File: config.mk
export PLATFORM = sky130hd
export DESIGN_NAME = keypad_emulator
export DESIGN_NICKNAME = d
export VERILOG_FILES = /design/src/rtl/keypad_emulator.sv
export SDC_FILE = /design/constraint.sdc
export NUM_CORES = 1
export LEC_CHECK = 0
export ABC_AREA = 1
export CELL_PAD_IN_SITES_DETAIL_PLACEMENT = 1
export CELL_PAD_IN_SITES_GLOBAL_PLACEMENT = 2
export CORE_MARGIN = 3
export CORE_UTILIZATION = 38
export CTS_BUF_LIST = sky130_fd_sc_hd__clkbuf_4 sky130_fd_sc_hd__clkbuf_8 sky130_fd_sc_hd__clkbuf_16
export DETAILED_ROUTE_END_ITERATION = 6
export MAX_ROUTING_LAYER = met4
export PLACE_DENSITY = 0.8
export SLEW_MARGIN = 15
export SYNTH_ARGS = -nofsm -noshare
export SYNTH_HDL_FRONTEND = slang
export SYNTH_SLANG_ARGS = --single-unit
File: constraint.sdc
create_clock -name clk -period 2.37 [get_ports clk]
set_input_delay 0.474 -clock clk [delete_from_list [all_inputs] [get_ports clk]]
set_output_delay 0.474 -clock clk [all_outputs]
set_load 0.02 [all_outputs]
File: src/rtl/keypad_emulator.sv
// Column-driving model of a 4x4 matrix keypad: queued key presses (key + hold)
// close one row-to-column switch for the commanded time, then a release gap.
module keypad_emulator #(
  parameter int DEPTH      = 4,
  parameter int HOLD_W     = 16,
  parameter int GAP_CYCLES = 8
) (
  input  logic              clk,
  input  logic              rst,
  input  logic              cmd_valid,
  output logic              cmd_ready,
  input  logic [3:0]        cmd_key,
  input  logic [HOLD_W-1:0] cmd_hold,
  input  logic [3:0]        row_in,
  output logic [3:0]        col_out,
  output logic              pressed,
  output logic [3:0]        cur_key,
  output logic              busy
);

  localparam int AW    = $clog2(DEPTH);
  localparam int GAP_W = (GAP_CYCLES > 0) ? $clog2(GAP_CYCLES + 1) : 1;
  localparam logic [AW:0]    FULL_CNT = (AW+1)'(DEPTH);
  localparam logic [GAP_W-1:0] GAP_LD = GAP_W'(GAP_CYCLES);

  typedef enum logic [1:0] {IDLE, PRESS, GAP} state_t;

  state_t             state, state_n;
  logic [3:0]         key_mem  [DEPTH];
  logic [HOLD_W-1:0]  hold_mem [DEPTH];
  logic [AW-1:0]      wr_ptr, rd_ptr;
  logic [AW:0]        count;
  logic               full, empty, push, pop;
  logic [HOLD_W-1:0]  hold_cnt;
  logic [GAP_W-1:0]   gap_cnt;
  logic [3:0]         key_r;
  logic [HOLD_W-1:0]  head_hold;

  assign full      = (count == FULL_CNT);
  assign empty     = (count == '0);
  assign cmd_ready = !full && !rst;
  assign push      = cmd_valid && cmd_ready;
  assign pop       = (state == IDLE) && !empty;
  assign head_hold = hold_mem[rd_ptr];

  // FIFO storage carries data only and is never reset.
  always_ff @(posedge clk) begin
    if (push) begin
      key_mem[wr_ptr]  <= cmd_key;
      hold_mem[wr_ptr] <= cmd_hold;
    end
    if (pop) key_r <= key_mem[rd_ptr];
  end

  always_ff @(posedge clk or posedge rst) begin
    if (rst) begin
      wr_ptr <= '0;
      rd_ptr <= '0;
      count  <= '0;
    end else begin
      if (push) wr_ptr <= wr_ptr + 1'b1;
      if (pop)  rd_ptr <= rd_ptr + 1'b1;
      case ({push, pop})
        2'b10:   count <= count + 1'b1;
        2'b01:   count <= count - 1'b1;
        default: count <= count;
      endcase
    end
  end

  always_ff @(posedge clk or posedge rst) begin
    if (rst) begin
      state    <= IDLE;
      hold_cnt <= '0;
      gap_cnt  <= '0;
    end else begin
      state <= state_n;
      case (state)
        IDLE:  if (pop) hold_cnt <= (head_hold == '0) ? HOLD_W'(1) : head_hold;
        PRESS: begin
          hold_cnt <= hold_cnt - 1'b1;
          if (hold_cnt == HOLD_W'(1)) gap_cnt <= GAP_LD;
        end
        GAP:     gap_cnt <= gap_cnt - 1'b1;
        default: ;
      endcase
    end
  end

  always_comb begin
    state_n = state;
    case (state)
      IDLE:    if (!empty) state_n = PRESS;
      PRESS:   if (hold_cnt == HOLD_W'(1)) state_n = (GAP_CYCLES > 0) ? GAP : IDLE;
      GAP:     if (gap_cnt == GAP_W'(1)) state_n = IDLE;
      default: state_n = IDLE;
    endcase
  end

  // Column response is combinational so the scanner sees it in the same cycle.
  always_comb begin
    pressed = (state == PRESS) && !rst;
    cur_key = 4'd0;
    col_out = 4'd0;
    busy    = (state != IDLE) || !empty;
    if (pressed) begin
      cur_key = key_r;
      if (row_in[key_r[3:2]]) col_out = 4'b0001 << key_r[1:0];
    end
  end

endmodule

# [Word level (Yosys, flattened, before mapping)]
# Memory sizes are Yosys's and may differ from the RTL's. A register that Yosys moved wholly into a read port is not among the register bits.
# Cells that the tools add are included.
[op_classes] mul=0 n_lt_le_gt_ge=1 reduce_logical=18 div_mod_pow=0 n_shift=1 mux=17 bitwise=0 eq_ne=11 n_addsub=6
[ops] op="two-way mux 16 bit" count=2
[ops] op="case mux 16 bit (2 select lines)" count=1
[ops] op="== test 16 x 1 -> 1 bit, second input constant" count=1
[ops] op="zero test 16 bit" count=1
[ops] op="two-way mux 4 bit" count=4
[ops] op="subtractor 16 x 1 -> 16 bit, second input constant" count=1
[ops] op="!= test 2 bit, second input constant" count=4
[ops] op="case mux 4 bit (2 select lines)" count=1
[ops] op="nonzero test 2 bit" count=4
[ops] op="two-way mux 2 bit" count=3
[ops] op="case mux 2 bit (3 select lines)" count=1
[ops] op="case mux 3 bit (2 select lines)" count=1
[ops] op="adder 2 x 1 -> 2 bit, second input constant" count=2
[ops] op="== test 2 x 1 -> 1 bit, second input constant" count=2
[ops] op="== test 2 bit, second input constant" count=2
[ops] op="== test 4 x 1 -> 1 bit, second input constant" count=1
[ops] op="logical AND 1 bit" count=4
[ops] op="AND reduction 2 bit" count=2
[ops] op="<< shifter 1 x 2 -> 4 bit, first input constant" count=1
[ops] op="subtractor 4 x 1 -> 4 bit, second input constant" count=1
[ops] op="adder 3 x 1 -> 3 bit, second input constant" count=1
[ops] op="== test 3 bit, second input constant" count=1
[ops] op="zero test 1 bit" count=3
[ops] op="zero test 3 bit" count=1
[ops] op="other kinds (7)" count=9
[word_totals] latchBits=0 ram_bits=80 inputBits=27 mem_count=2 register_bits=29 mem_bits_ro=0
[mem_list] name="hold_mem" depth=4 word_bits=16 rd=1 rd_ports_with_merged_regs=0 write_ports=1 line_no="30" rtl="logic [HOLD_W-1:0] hold_mem [DEPTH];"
[mem_list] name="key_mem" depth=4 word_bits=4 rd=1 rd_ports_with_merged_regs=1 write_ports=1 line_no="29" rtl="logic [3:0] key_mem [DEPTH];"

# [Depth between registers and ports, before layout]
# Gate-level depths: netlist of run 1.
[depth] depth_word=6 ltp_mapped=14 ltp_nobuf=12

# [Least setup slack after synthesis of run 1]
# OpenSTA, ideal clock, no wires.
[synth_timing] path_type="input port to flip-flop" startpoint="input rst" endpoint="memory hold_mem[0][0], enable pin" path_slack_ps=-79 arrival_ps=2053 stages=3 setup_time_ps=397 path_cell_list="a21oi_1 > nand2_1 > nor2_1"
[synth_via] elab_chain_len=5
[synth_lines] item="start: declaration" line_no="9" rtl="input logic rst,"
[synth_lines] item="zero test 1 bit" line_no="41" rtl="assign cmd_ready = !full && !rst;"
[synth_lines] item="logical AND 1 bit" line_no="41"
[synth_lines] item="logical AND 1 bit" line_no="42" rtl="assign push = cmd_valid && cmd_ready;"
[synth_lines] item="two-way mux 1 bit" line_no="48" rtl="if (push) begin"
[synth_lines] item="two-way mux 1 bit (not written as such)" line_no="50" rtl="hold_mem[wr_ptr] <= cmd_hold;"
[synth_lines] item="end: declaration" line_no="30"
# Every way passes these cells.

# [Worst setup path after layout of run 1]
[layout_timing] startpoint="register state[1]" endpoint="output col_out[3]"
[layout_via] elab_chain_len=3
[layout_lines] item="start: declaration" line_no="28" rtl="state_t state, state_n;"
[layout_lines] item="start signal: assignment" line_no="77" rtl="state <= state_n;"
[layout_lines] item="== test 2 x 1 -> 1 bit" line_no="102" rtl="pressed = (state == PRESS) && !rst;"
[layout_lines] item="logical AND 1 bit" line_no="102"
[layout_lines] item="two-way mux 4 bit" line_no="106" rtl="if (pressed) begin"
[layout_lines] item="end: declaration" line_no="15" rtl="output logic [3:0] col_out,"
# Every way passes these cells.

==> out/results.txt, run 1 <==
Dominant cells by area after synthesis = edfxtp_1 49%, dfrtp_1 14%, nand2_1 8.9%, nand3_1 5.8%, nor2_1 3.4%
First-pass GRT wire length = 21,000 um
P_leak = 2.57 nW
Slew Limit Fails = 0
Initial DRT Pass Iterations = 4
Status = completed
Final core occ = 49.6%
FF-to-FF End = count[2]$_DFFE_PP0P_
Avg WL per Cell = 17.3 um
Worst Path Arrival = 1.75 ns
Clock sinks = 113
PortBufs = 37
Register-to-Register Path Depth = 9
Worst Clk Skew = 0.00960 ns
Critical path class = register to primary output
Synth cell count leaders = 122 x nand2_1, 84 x edfxtp_1, 60 x nand3_1
Synth Flop Type = edfxtp_1
Most frequent cell after synthesis = nand2_1
Crit path max-delay cell type = dfrtp_1
GP Congestion = 0.823
Setup TNS = 0 ns
Mapped Cells = 500
Clock Latency Late Sink = 0.42 ns
Via count = 3,762
Vias in the first global route = 4,039
Core Area = 12,900 sq um
Final worst slack = 0.143 ns
Synth async-reset ratio = 25.7%
Crit-path most repeated cell = inv_2
Crit-path leading delay family = simple AND/OR/NAND/NOR gates
Maximum capacitance violations = 0
EDFF count, synth = 84
Slew HR = 57.2%
Die Y-Extent = 122 um
R2r startpoint = count[0]$_DFFE_PP0P_
Post_cts resized = 20
Post-CTS setup buffers = 0
Initial antenna violation count = 0
Max clock buf depth = 2
WL final = 12,700 um
Crit. End Element = primary output
Synth top area share = 49.1%
Die ar. = 14,900 sq um
DP Worst Slack = -0.300 ns
Sequential fraction of the synthesis area = 63.2%
IO Count = 38
Final Non-Filler Cells = 735
R2R Setup Slk = 0.40 ns
TritonCTS buffer count = 17
Largest net degree at the start of global routing = 42
Peak supply drop = 0.698 mV
DRT iter0 DRCs = 171
Netlist cell types = 34
Hold/Removal Path Class = register to register
PwrDens = 1220 nW/um^2
Worst Path Required = 1.90 ns
Hpwl dp = 7950 um
Setup violations, final = 0
Htree depth = 4
Initial core utilization = 39.7%
Final Hold Viols = 0
Cell row count = 41
Synth Cell Area = 5140 sq um
Number of buffers inserted by hold repair at cts = 0
Crit path to = col_out[3]
Fillers = 1,409
Measured slew at the worst slew-check pin = 0.641 ns
Die W = 122 um
RSZ-0062 raised after global routing = no
Worst Path Max Fanout = 8
Dominant cell type by area after synthesis = edfxtp_1
Post-synth net total = 537
Ant. Diodes = 0
All-Layer GR Usage = 19.2%
Worst path depth = 6
Clock root cell = clkbuf_16
Area grow syn2layout = 24.7%
Worst path max stage delay = 0.41 ns
Cells after DPL = 706
CTS tree = done
Syn avg cell area = 10.3 sq um
Final period util = 94.0%
Setup crit start kind = register
Vias per cell = 5.12
Worst Setup SP = state[1]$_DFFE_PP0P_
Clock transition at the registers of the reported paths = 0.05 ns
Drt drc = 0
Bufs and invs on worst path = 3
Proportion of layout cells with a drive suffix above 1 = 11.4%
#FFs+latches synth = 113
Gr ovfl total = 0
CP cell instances = nor2_4 > inv_2 > nor2_1 > inv_2 > nor4_1 > clkbuf_2
Yosys Warn Count = 0
Min cycle time layout = 2.23 ns
Final Net Count = 590
Post-DRT Antenna Nets = 0
Fmax = 449 MHz
[worst min path at each step]
stage | from | to | slack (ns) | cells past startpoint
2_1_floorplan | gap_cnt[3]$_DFFE_PP0P_ | gap_cnt[3]$_DFFE_PP0P_ | 0.46 | 1
5_1_grt | gap_cnt[3]$_DFFE_PP0P_ | gap_cnt[3]$_DFFE_PP0P_ | 0.53 | 1
3_5_place_dp | gap_cnt[3]$_DFFE_PP0P_ | gap_cnt[3]$_DFFE_PP0P_ | 0.48 | 1
3_3_place_gp | gap_cnt[3]$_DFFE_PP0P_ | gap_cnt[3]$_DFFE_PP0P_ | 0.47 | 1
4_1_cts | count[0]$_DFFE_PP0P_ | count[0]$_DFFE_PP0P_ | 0.53 | 1
6_report | gap_cnt[3]$_DFFE_PP0P_ | gap_cnt[3]$_DFFE_PP0P_ | 0.51 | 1
[layer usage]
| metal | share of wire (%) | global-route usage, % | up-vias |
|---|---|---|---|
| li1 | - | - | 1817 |
| met1 | 44 | 22.9 | 1868 |
| met2 | 51 | 31.7 | 62 |
| met3 | 4.2 | 5.53 | 15 |
| met4 | 1.6 | 6.09 | 0 |
| met5 | 0 | - | - |
[placed cells by master, fill, tap and decap left out, types with 3 or more instances in the layout]
cell,instances
a31oi_1,9
inv_2,5
nand2_1,122
ha_1,9
o22ai_1,7
dfrtp_1,29
buf_4,11
nor2_2,4
clkdlybuf4s50_1,27
nor4_2,3
clkbuf_16,17
inv_1,44
dlygate4sd2_1,5
nand3_1,60
edfxtp_1,84
a21oi_1,13
buf_12,4
bufinv_16,6
o21ai_0,18
xor2_1,4
nor2_1,45
nand4_1,8
[where the power goes]
part	total, mW	internal [mW]	leakage, nW	switching (mW)
Combinational	2.26	0.735	1.14	1.52
Clock	2.82	1.96	0.313	0.865
Sequential	2.74	2.52	1.11	0.220
Total	7.81	5.21	2.57	2.61
[state kept, by name (all words and copies together), names as in the netlist]
name	flops
hold_mem	64
hold_cnt	16
key_mem	16
gap_cnt	4
key_r	4
count	3
rd_ptr	2
state	2
wr_ptr	2
[metrics by stage]
step	total power, mW	hold slack, ns	cell area, sq um
5_1_grt	8.34	0.534	6410
2_1_floorplan	4.35	0.464	5140
3_5_place_dp	5.04	0.484	5770
6_report	7.81	0.510	6410
4_1_cts	7.90	0.526	6400
3_3_place_gp	4.97	0.475	5770
[logic make-up (layout without fill, tap and decap cells)]
| kind of cell | Yosys count | count (layout) | synth area share, % |
|---|---|---|---|
| AO/OA/AOI/OAI | 56 | 56 | 6.53 |
| XOR/XNOR | 5 | 5 | 0.853 |
| adder cells (fa/ha/maj) | 10 | 10 | 2.58 |
| buffers and inverters | 67 | 130 | 5.85 |
| flip-flops | 113 | 113 | 63.2 |
| AND/OR/NAND/NOR | 249 | 249 | 21.0 |
[worst register-to-register path: stages, from the launching register on]
cell and delay (ns):
dfrtp_1 0.41, nor2_2 0.23, a21oi_1 0.11, nand2_1 0.10, ha_1 0.14, inv_1 0.06, fa_1 0.37, a21oi_1 0.14
o21ai_0 0.12, xor2_1 0.15
[layout make-up]
| type | count | area [sq um] | area share (%) |
|---|---|---|---|
| tap | 172 | 215 | 3.36 |
| clock inverter | 11 | 214 | 3.34 |
| inverter | 49 | 184 | 2.87 |
| clock buffer | 18 | 433 | 6.76 |
| sequential | 113 | 3250 | 50.7 |
| multi-input combinational | 320 | 1600 | 25.0 |
| timing repair buffer | 52 | 509 | 7.95 |
(Power assumes the default switching activity.)
==> run 2, diff against run 1 <==
CAP_MARGIN = 20   (was unset)
==> results of run 2 <==
Final layout, timing and power as in run 1 (identical DEF).
